[config.mk]
export PLATFORM = sky130hd
export DESIGN_NAME = partition_scheduler_flat
export DESIGN_NICKNAME = d
export VERILOG_FILES = /design/src/rtl/partition_scheduler_pkg.sv /design/src/rtl/partition_scheduler_if.sv /design/src/rtl/partition_scheduler_seg_stack.sv /design/src/rtl/partition_scheduler.sv /design/src/flat_wrapper.sv
export SDC_FILE = /design/constraint.sdc
export NUM_CORES = 1
export LEC_CHECK = 0
export ABC_AREA = 0
export BUFFER_PORTS_ARGS = -buffer_cell sky130_fd_sc_hd__clkbuf_2
export CAP_MARGIN = 5
export CORE_MARGIN = 2
export CORE_UTILIZATION = 30
export CTS_BUF_LIST = sky130_fd_sc_hd__clkbuf_8
export CTS_CLUSTER_SIZE = 16
export DETAILED_ROUTE_END_ITERATION = 10
export GPL_TIMING_DRIVEN = 0
export PLACE_DENSITY_LB_ADDON = 0.1
export SLEW_MARGIN = 20
export SYNTH_ARGS = -nofsm -noshare
export SYNTH_HDL_FRONTEND = slang
export SYNTH_SLANG_ARGS = --single-unit
[constraint.sdc]
create_clock -name clock -period 15.9 [get_ports clock]
set_input_delay 3.18 -clock clock [delete_from_list [all_inputs] [get_ports clock]]
set_output_delay 3.18 -clock clock [all_outputs]
set_load 0.05 [all_outputs]
[src/rtl/partition_scheduler_pkg.sv]
// rtl/partition_scheduler_pkg.sv - shared types for the partition scheduler
package psched_pkg;

    localparam int PSCHED_IDX_W    = 4;
    localparam int STACK_DEPTH_DEF = 8;

    typedef enum logic [2:0] {
        S_IDLE,
        S_POP,
        S_ISSUE,
        S_WAIT,
        S_PUSH_R,
        S_PUSH_L,
        S_DONE
    } state_t;

    // One pending segment; field width tracks the scheduler index width.
    typedef struct packed {
        logic [PSCHED_IDX_W-1:0] lo;
        logic [PSCHED_IDX_W-1:0] hi;
    } seg_t;

endpackage

[src/rtl/partition_scheduler_if.sv]
// rtl/partition_scheduler_if.sv - scheduler to partition datapath handshake
interface partition_scheduler_if
    import psched_pkg::*;
#(
    parameter int IDX_W = PSCHED_IDX_W
);
    logic             part_start;
    logic [IDX_W-1:0] part_lo;
    logic [IDX_W-1:0] part_hi;
    logic             part_valid;
    logic [IDX_W-1:0] part_pivot;
    logic             array_we;

    modport master (
        output part_start, part_lo, part_hi, array_we,
        input  part_valid, part_pivot
    );

    modport slave (
        input  part_start, part_lo, part_hi, array_we,
        output part_valid, part_pivot
    );
endinterface

[src/rtl/partition_scheduler_seg_stack.sv]
// rtl/partition_scheduler_seg_stack.sv - synchronous LIFO of pending segments
module seg_stack
    import psched_pkg::*;
#(
    parameter int  DEPTH = STACK_DEPTH_DEF,
    localparam int CW    = $clog2(DEPTH + 1)
) (
    input  logic          clock,
    input  logic          reset,
    input  logic          push,
    input  logic          pop,
    input  logic          flush,
    input  seg_t          din,
    output logic          full,
    output logic          empty,
    output logic [CW-1:0] count,
    output seg_t          top
);

    // Shift-register stack: the top of stack always lives in mem[0].
    seg_t mem [DEPTH];

    assign full  = (count == CW'(DEPTH));
    assign empty = (count == '0);
    assign top   = mem[0];

    always_ff @(posedge clock) begin
        if (reset) begin
            count <= '0;
        end else if (flush) begin
            count <= '0;
        end else if (push && !full) begin
            mem[0] <= din;
            for (int i = 1; i < DEPTH; i++) begin
                mem[i] <= mem[i-1];
            end
            count <= count + CW'(1);
        end else if (pop && !empty) begin
            for (int i = 0; i < DEPTH - 1; i++) begin
                mem[i] <= mem[i+1];
            end
            count <= count - CW'(1);
        end
    end

    push_pop_exclusive: assert property (@(posedge clock) disable iff (reset) !(push && pop));

endmodule

[src/rtl/partition_scheduler.sv]
// rtl/partition_scheduler.sv - explicit-stack quicksort sequencer; PSCHED_STATS_EN adds job_count/max_depth
module partition_scheduler
    import psched_pkg::*;
#(
    parameter int  ARR_WIDTH   = 4,
    parameter int  IDX_W       = PSCHED_IDX_W,
    parameter int  STACK_DEPTH = STACK_DEPTH_DEF,
    localparam int DW          = $clog2(STACK_DEPTH + 1)
) (
    input  logic                   clock,
    input  logic                   reset,
    input  logic                   start,
    input  logic [IDX_W-1:0]       lo_ind,
    input  logic [IDX_W-1:0]       hi_ind,
    output logic                   busy,
    output logic                   done,
    output logic                   error,
    partition_scheduler_if.master  part
`ifdef PSCHED_STATS_EN
    , output logic [7:0]           job_count
    , output logic [DW-1:0]        max_depth
`endif
);

    state_t           state;
    logic [IDX_W-1:0] cur_lo;
    logic [IDX_W-1:0] cur_hi;
    logic [IDX_W-1:0] piv;

    logic          s_push;
    logic          s_pop;
    logic          s_flush;
    logic          s_full;
    logic          s_empty;
    logic [DW-1:0] s_count;
    seg_t          s_din;
    seg_t          s_top;

    seg_stack #(.DEPTH(STACK_DEPTH)) u_stack (
        .clock (clock),
        .reset (reset),
        .push  (s_push),
        .pop   (s_pop),
        .flush (s_flush),
        .din   (s_din),
        .full  (s_full),
        .empty (s_empty),
        .count (s_count),
        .top   (s_top)
    );

    // Guarded pushes only; an overflowing push is caught by the FSM instead.
    always_comb begin
        s_push = 1'b0;
        s_din  = '{lo: lo_ind, hi: hi_ind};
        case (state)
            S_IDLE:   s_push = start;
            S_PUSH_R: begin
                s_push = (piv < cur_hi) && !s_full;
                s_din  = '{lo: piv + 1'b1, hi: cur_hi};
            end
            S_PUSH_L: begin
                s_push = (piv > cur_lo) && !s_full;
                s_din  = '{lo: cur_lo, hi: piv - 1'b1};
            end
            default: ;
        endcase
    end

    assign s_pop   = (state == S_POP) && !s_empty;
    assign s_flush = (state == S_DONE);

    always_ff @(posedge clock) begin
        if (reset) begin
            state           <= S_IDLE;
            busy            <= 1'b0;
            done            <= 1'b0;
            error           <= 1'b0;
            part.part_start <= 1'b0;
            part.part_lo    <= '0;
            part.part_hi    <= '0;
            part.array_we   <= 1'b0;
            cur_lo          <= '0;
            cur_hi          <= '0;
            piv             <= '0;
`ifdef PSCHED_STATS_EN
            job_count       <= '0;
            max_depth       <= '0;
`endif
        end else begin
            done            <= 1'b0;
            part.part_start <= 1'b0;
            part.array_we   <= 1'b0;
`ifdef PSCHED_STATS_EN
            if (s_count > max_depth) max_depth <= s_count;
`endif
            case (state)
                S_IDLE: if (start) begin
                    error <= 1'b0;
                    busy  <= 1'b1;
                    state <= S_POP;
`ifdef PSCHED_STATS_EN
                    job_count <= '0;
                    max_depth <= '0;
`endif
                end
                S_POP: begin
                    if (s_empty) begin
                        done  <= 1'b1;
                        busy  <= 1'b0;
                        state <= S_DONE;
                    end else begin
                        cur_lo <= s_top.lo;
                        cur_hi <= s_top.hi;
                        // Single-element or empty segments are already sorted.
                        if (s_top.lo < s_top.hi) begin
                            part.part_lo    <= s_top.lo;
                            part.part_hi    <= s_top.hi;
                            part.part_start <= 1'b1;
                            state           <= S_ISSUE;
`ifdef PSCHED_STATS_EN
                            if (job_count != 8'hFF) job_count <= job_count + 8'd1;
`endif
                        end
                    end
                end
                S_ISSUE: state <= S_WAIT;
                S_WAIT: if (part.part_valid) begin
                    piv           <= part.part_pivot;
                    part.array_we <= 1'b1;
                    if (part.part_pivot < cur_lo || part.part_pivot > cur_hi) begin
                        error <= 1'b1;
                        done  <= 1'b1;
                        busy  <= 1'b0;
                        state <= S_DONE;
                    end else begin
                        state <= S_PUSH_R;
                    end
                end
                S_PUSH_R: begin
                    if (piv < cur_hi && s_full) begin
                        error <= 1'b1;
                        done  <= 1'b1;
                        busy  <= 1'b0;
                        state <= S_DONE;
                    end else begin
                        state <= S_PUSH_L;
                    end
                end
                S_PUSH_L: begin
                    if (piv > cur_lo && s_full) begin
                        error <= 1'b1;
                        done  <= 1'b1;
                        busy  <= 1'b0;
                        state <= S_DONE;
                    end else begin
                        state <= S_POP;
                    end
                end
                S_DONE:  state <= S_IDLE;
                default: state <= S_IDLE;
            endcase
        end
    end

    index_in_range: assert property (@(posedge clock) disable iff (reset)
        (state == S_IDLE && start) |-> (32'(lo_ind) < ARR_WIDTH && 32'(hi_ind) < ARR_WIDTH));

    depth_in_range: assert property (@(posedge clock) disable iff (reset)
        s_count <= DW'(STACK_DEPTH));

endmodule

[src/flat_wrapper.sv]
// flat-port wrapper written by rule: the top's interface ports become plain ports
module partition_scheduler_flat import psched_pkg::*;
#(
    parameter int  ARR_WIDTH   = 4,
    parameter int  IDX_W       = PSCHED_IDX_W,
    parameter int  STACK_DEPTH = STACK_DEPTH_DEF,
    localparam int DW          = $clog2(STACK_DEPTH + 1)
)
  (clock, reset, start, lo_ind, hi_ind, busy, done, error, part_part_start, part_part_lo, part_part_hi, part_array_we, part_part_valid, part_part_pivot);
  partition_scheduler_if #(.IDX_W(IDX_W)) part_i ();
  input  logic clock;
  input  logic reset;
  input  logic start;
  input  logic [IDX_W-1:0] lo_ind;
  input  logic [IDX_W-1:0] hi_ind;
  output logic busy;
  output logic done;
  output logic error;
  output wire logic [$bits(part_i.part_start)-1:0] part_part_start;
  output wire logic [$bits(part_i.part_lo)-1:0] part_part_lo;
  output wire logic [$bits(part_i.part_hi)-1:0] part_part_hi;
  output wire logic [$bits(part_i.array_we)-1:0] part_array_we;
  input wire logic [$bits(part_i.part_valid)-1:0] part_part_valid;
  input wire logic [$bits(part_i.part_pivot)-1:0] part_part_pivot;
  assign part_part_start = part_i.part_start;
  assign part_part_lo = part_i.part_lo;
  assign part_part_hi = part_i.part_hi;
  assign part_array_we = part_i.array_we;
  assign part_i.part_valid = part_part_valid;
  assign part_i.part_pivot = part_part_pivot;
  partition_scheduler #(.ARR_WIDTH(ARR_WIDTH), .IDX_W(IDX_W), .STACK_DEPTH(STACK_DEPTH)) u_core (.clock(clock), .reset(reset), .start(start), .lo_ind(lo_ind), .hi_ind(hi_ind), .busy(busy), .done(done), .error(error), .part(part_i));
endmodule
==> reports/metrics.csv <==
metric,value,unit
setup bufs post-CTS,0,
"critical path fanouts, max",8,
RSZ-0062 raised after global routing,false,
Rows,46,
worst-margin pin slew,0.600,ns
die span in y,130,um
post-DR vias/cell,4.62,
initial antenna violation count,0,
dpl ws,10.26,ns
slowest CP cell,nor3b_1,
reg2reg start,u_core.piv[1],
# DRC,0,
Iter 0 DRT Violations,120,
Gate Count Post-Synth,467,
most frequent cell after synthesis,nand2_1,
GP Congestion,0.791,
core area,0.0157,sq mm
GRT overflow,0,
crit end category,flip-flop,
fillers,1637,
Final Hold Fails,0,
htree depth,3,
final wirelength,11300,um
Final Net Count,547,
Setup CP Type,input pin to flip-flop,
WL met1,5450,um
clk buf depth,2,
cts hold-fix bufs,0,
Synth top cells by count,"139 x nand2_1, 64 x edfxtp_1, 32 x dfxtp_1",
CTS clock-pin slew for the worst setup and hold paths,0.09,ns
CTS sink count,96,
WL/cell,15.4,um
CTS tree,built,
Top delay family on crit path,compound AO/OA/AOI/OAI gates,
area delta synth->final,14.7,%
DP HPWL,8490,um
post-synthesis net count,505,
status,finished clean,
post-synthesis sequential area ratio,53.9,%
area share of the largest cell type after synthesis,40.4,%
I/O pins,29,
CP Cell Sequence,"clkbuf_2, nor2b_1, nor3b_1, nand2_1, o211ai_4, inv_4, ha_1, a21o_1, a21oi_1, o21ai_0, o21a_1, nor3_1",
Final Power,945,uW
Num CTS Buffers,9,
synthesized area per cell,10.2,sq um
Max Clock Skew,0.0140,ns
number of global-route vias before repair,3365,
starting density of the core,30.3,%
"reg-to-reg slack, setup",12.94,ns
diode count,0,
Setup crit start,start,
maximum VDD drop,0.0513,mV
post-route setup slack,10.66,ns
all-layer global routing usage,14.3,%
reg-to-reg endpoint,u_core.u_stack.count[3],
Post-synth top flop,edfxtp_1,
CP required,16.20,ns
Yosys reg bits,96,
Synth area leaders,"edfxtp_1 40%, dfxtp_1 13%, nand2_1 11%",
Final period util,33.0,%
Final Max Slew Viols,0,
First-pass DRT Iterations,4,
FMAX,191,MHz
met3 WL post-DR,347,um
critical path data arrival time,5.55,ns
largest net degree at the start of global routing,22,
Die X,130,um
max incr delay on CP,0.41,ns
reg2reg path depth,11,
Root Buffer,clkbuf_8,
first-pass GRT wire length,18300,um
hold_sp,u_core.cur_lo[2],
Slew headroom,60.0,%
number of max-cap violations,0,
top cell type by total area after synthesis,edfxtp_1,
Yosys warnings,0,
post-route ant nets,0,
post-layout minimum cycle time,5.24,ns
"EDFF count, synth",64,
Async SR Flop Fraction,0,%
Power Dens Cells,173,mW/mm^2
DIE AREA,0.0169,sq mm
post-CTS resize count,0,
post-synthesis cell area,0.00476,sq mm
Buf/Inv on CP,2,
met2 WL,5250,um
Hold Path Stages,2,
via count,3375,
final setup violating endpoints,0,
Top Layer Used,met4,
Register Area,0.00256,sq mm
Netlist cell types,55,
Buffers on Ports,28,
setup total negative slack,0,ns
Leakage,0.00215,uW
hold crit path type,flip-flop to flip-flop,
multi-input logic area,0.00204,sq mm
worst hold path endpoint,u_core.cur_lo[2],
startpoint types,input pin,
fraction of layout cells with a size suffix above 1,16.1,%
worst-skew pair later-pin latency,0.38,ns
-- routing by layer --
metal / up-vias / track usage [%]
li1: 1719 / -
met1: 1602 / 19.2
met2: 41 / 23.1
met3: 13 / 2.83
met4: 0 / 5.19
met5: - / 0
-- worst reg2reg max path, stage by stage (launching register included) --
cell       delay [ns]
dfxtp_1          0.49
ha_1             0.32
a2111oi_4        0.35
nor2_1           0.13
o211ai_4         0.27
inv_4            0.12
ha_1             0.29
a21o_1           0.17
a21oi_1          0.28
o21ai_0          0.16
o21a_1           0.20
nor3_1           0.11
-- metrics by stage --
| stage | utilization, % | std cells | hold slack (ns) | area (sq um) |
|---|---|---|---|---|
| finish | 34.7 | 730 | 0.471 | 5460 |
| global placement | 32.9 | 711 | 0.448 | 5170 |
| global route | 34.7 | 730 | 0.493 | 5460 |
| floorplan | - | 467 | 0.426 | 4760 |
| CTS | 34.7 | 730 | 0.473 | 5460 |
| detailed placement | 33.5 | 714 | 0.449 | 5260 |
-- layout make-up --
class | instances | area share [%]
buffer | 22 | 2.04
tap | 216 | 4.95
clock buffer | 9 | 2.27
inverter | 13 | 0.940
multi-input combinational | 336 | 37.4
sequential | 96 | 47.0
timing repair buffer | 31 | 4.08
clock inverter | 7 | 1.31
-- where the power goes --
group | internal, uW | switching, uW
combinational | 139 | 224
sequential | 370 | 49.9
clock | 73.1 | 89.1
total | 582 | 363
-- registers in the layout, summed over array words and instances, names as in the netlist, 3 cells and up --
name                  flops
u_core.piv                4
u_core.cur_lo             4
u_core.cur_hi             4
u_core.part.part_lo       4
u_core.state              3
u_core.part.part_hi       4
u_core.u_stack.count      4
u_core.u_stack.mem       64
-- layout by cell type, fill, tap and decap left out, drive strengths merged, types with 2 or more instances in the layout --
master / instances
a2111oi: 2
a211o: 2
a211oi: 5
a21oi: 31
a22o: 8
and2: 2
buf: 18
clkbuf: 44
clkinv: 2
dfxtp: 32
edfxtp: 64
ha: 21
inv: 16
mux2: 10
mux2i: 6
nand2: 139
nand2b: 6
nand3: 5
nand4: 2
nor2: 28
nor2b: 5
nor3: 16
nor4: 2
o211ai: 2
o21a: 6
o21ai: 13
o21bai: 4
or3: 3
xnor2: 2
xor2: 3
-- logic make-up after synthesis --
group                    share of synthesized area (%)
AO/OA/AOI/OAI                                     12.2
XOR/XNOR                                         0.921
adder cells (fa/ha/maj)                           5.95
buffers and inverters                             3.42
flip-flops                                        53.9
multiplexers                                      4.26
AND/OR/NAND/NOR                                   19.4
-- how the worst max path moves through the flow --
stage | to | cells past startpoint
2_1_floorplan | u_core.u_stack.mem[0][0] | 6
3_3_place_gp | u_core.u_stack.mem[1][20] | 7
3_5_place_dp | u_core.u_stack.count[3] | 12
4_1_cts | u_core.u_stack.count[3] | 12
5_1_grt | u_core.u_stack.count[3] | 12
6_report | u_core.u_stack.count[3] | 12
Power figures use the tool's default switching activity.
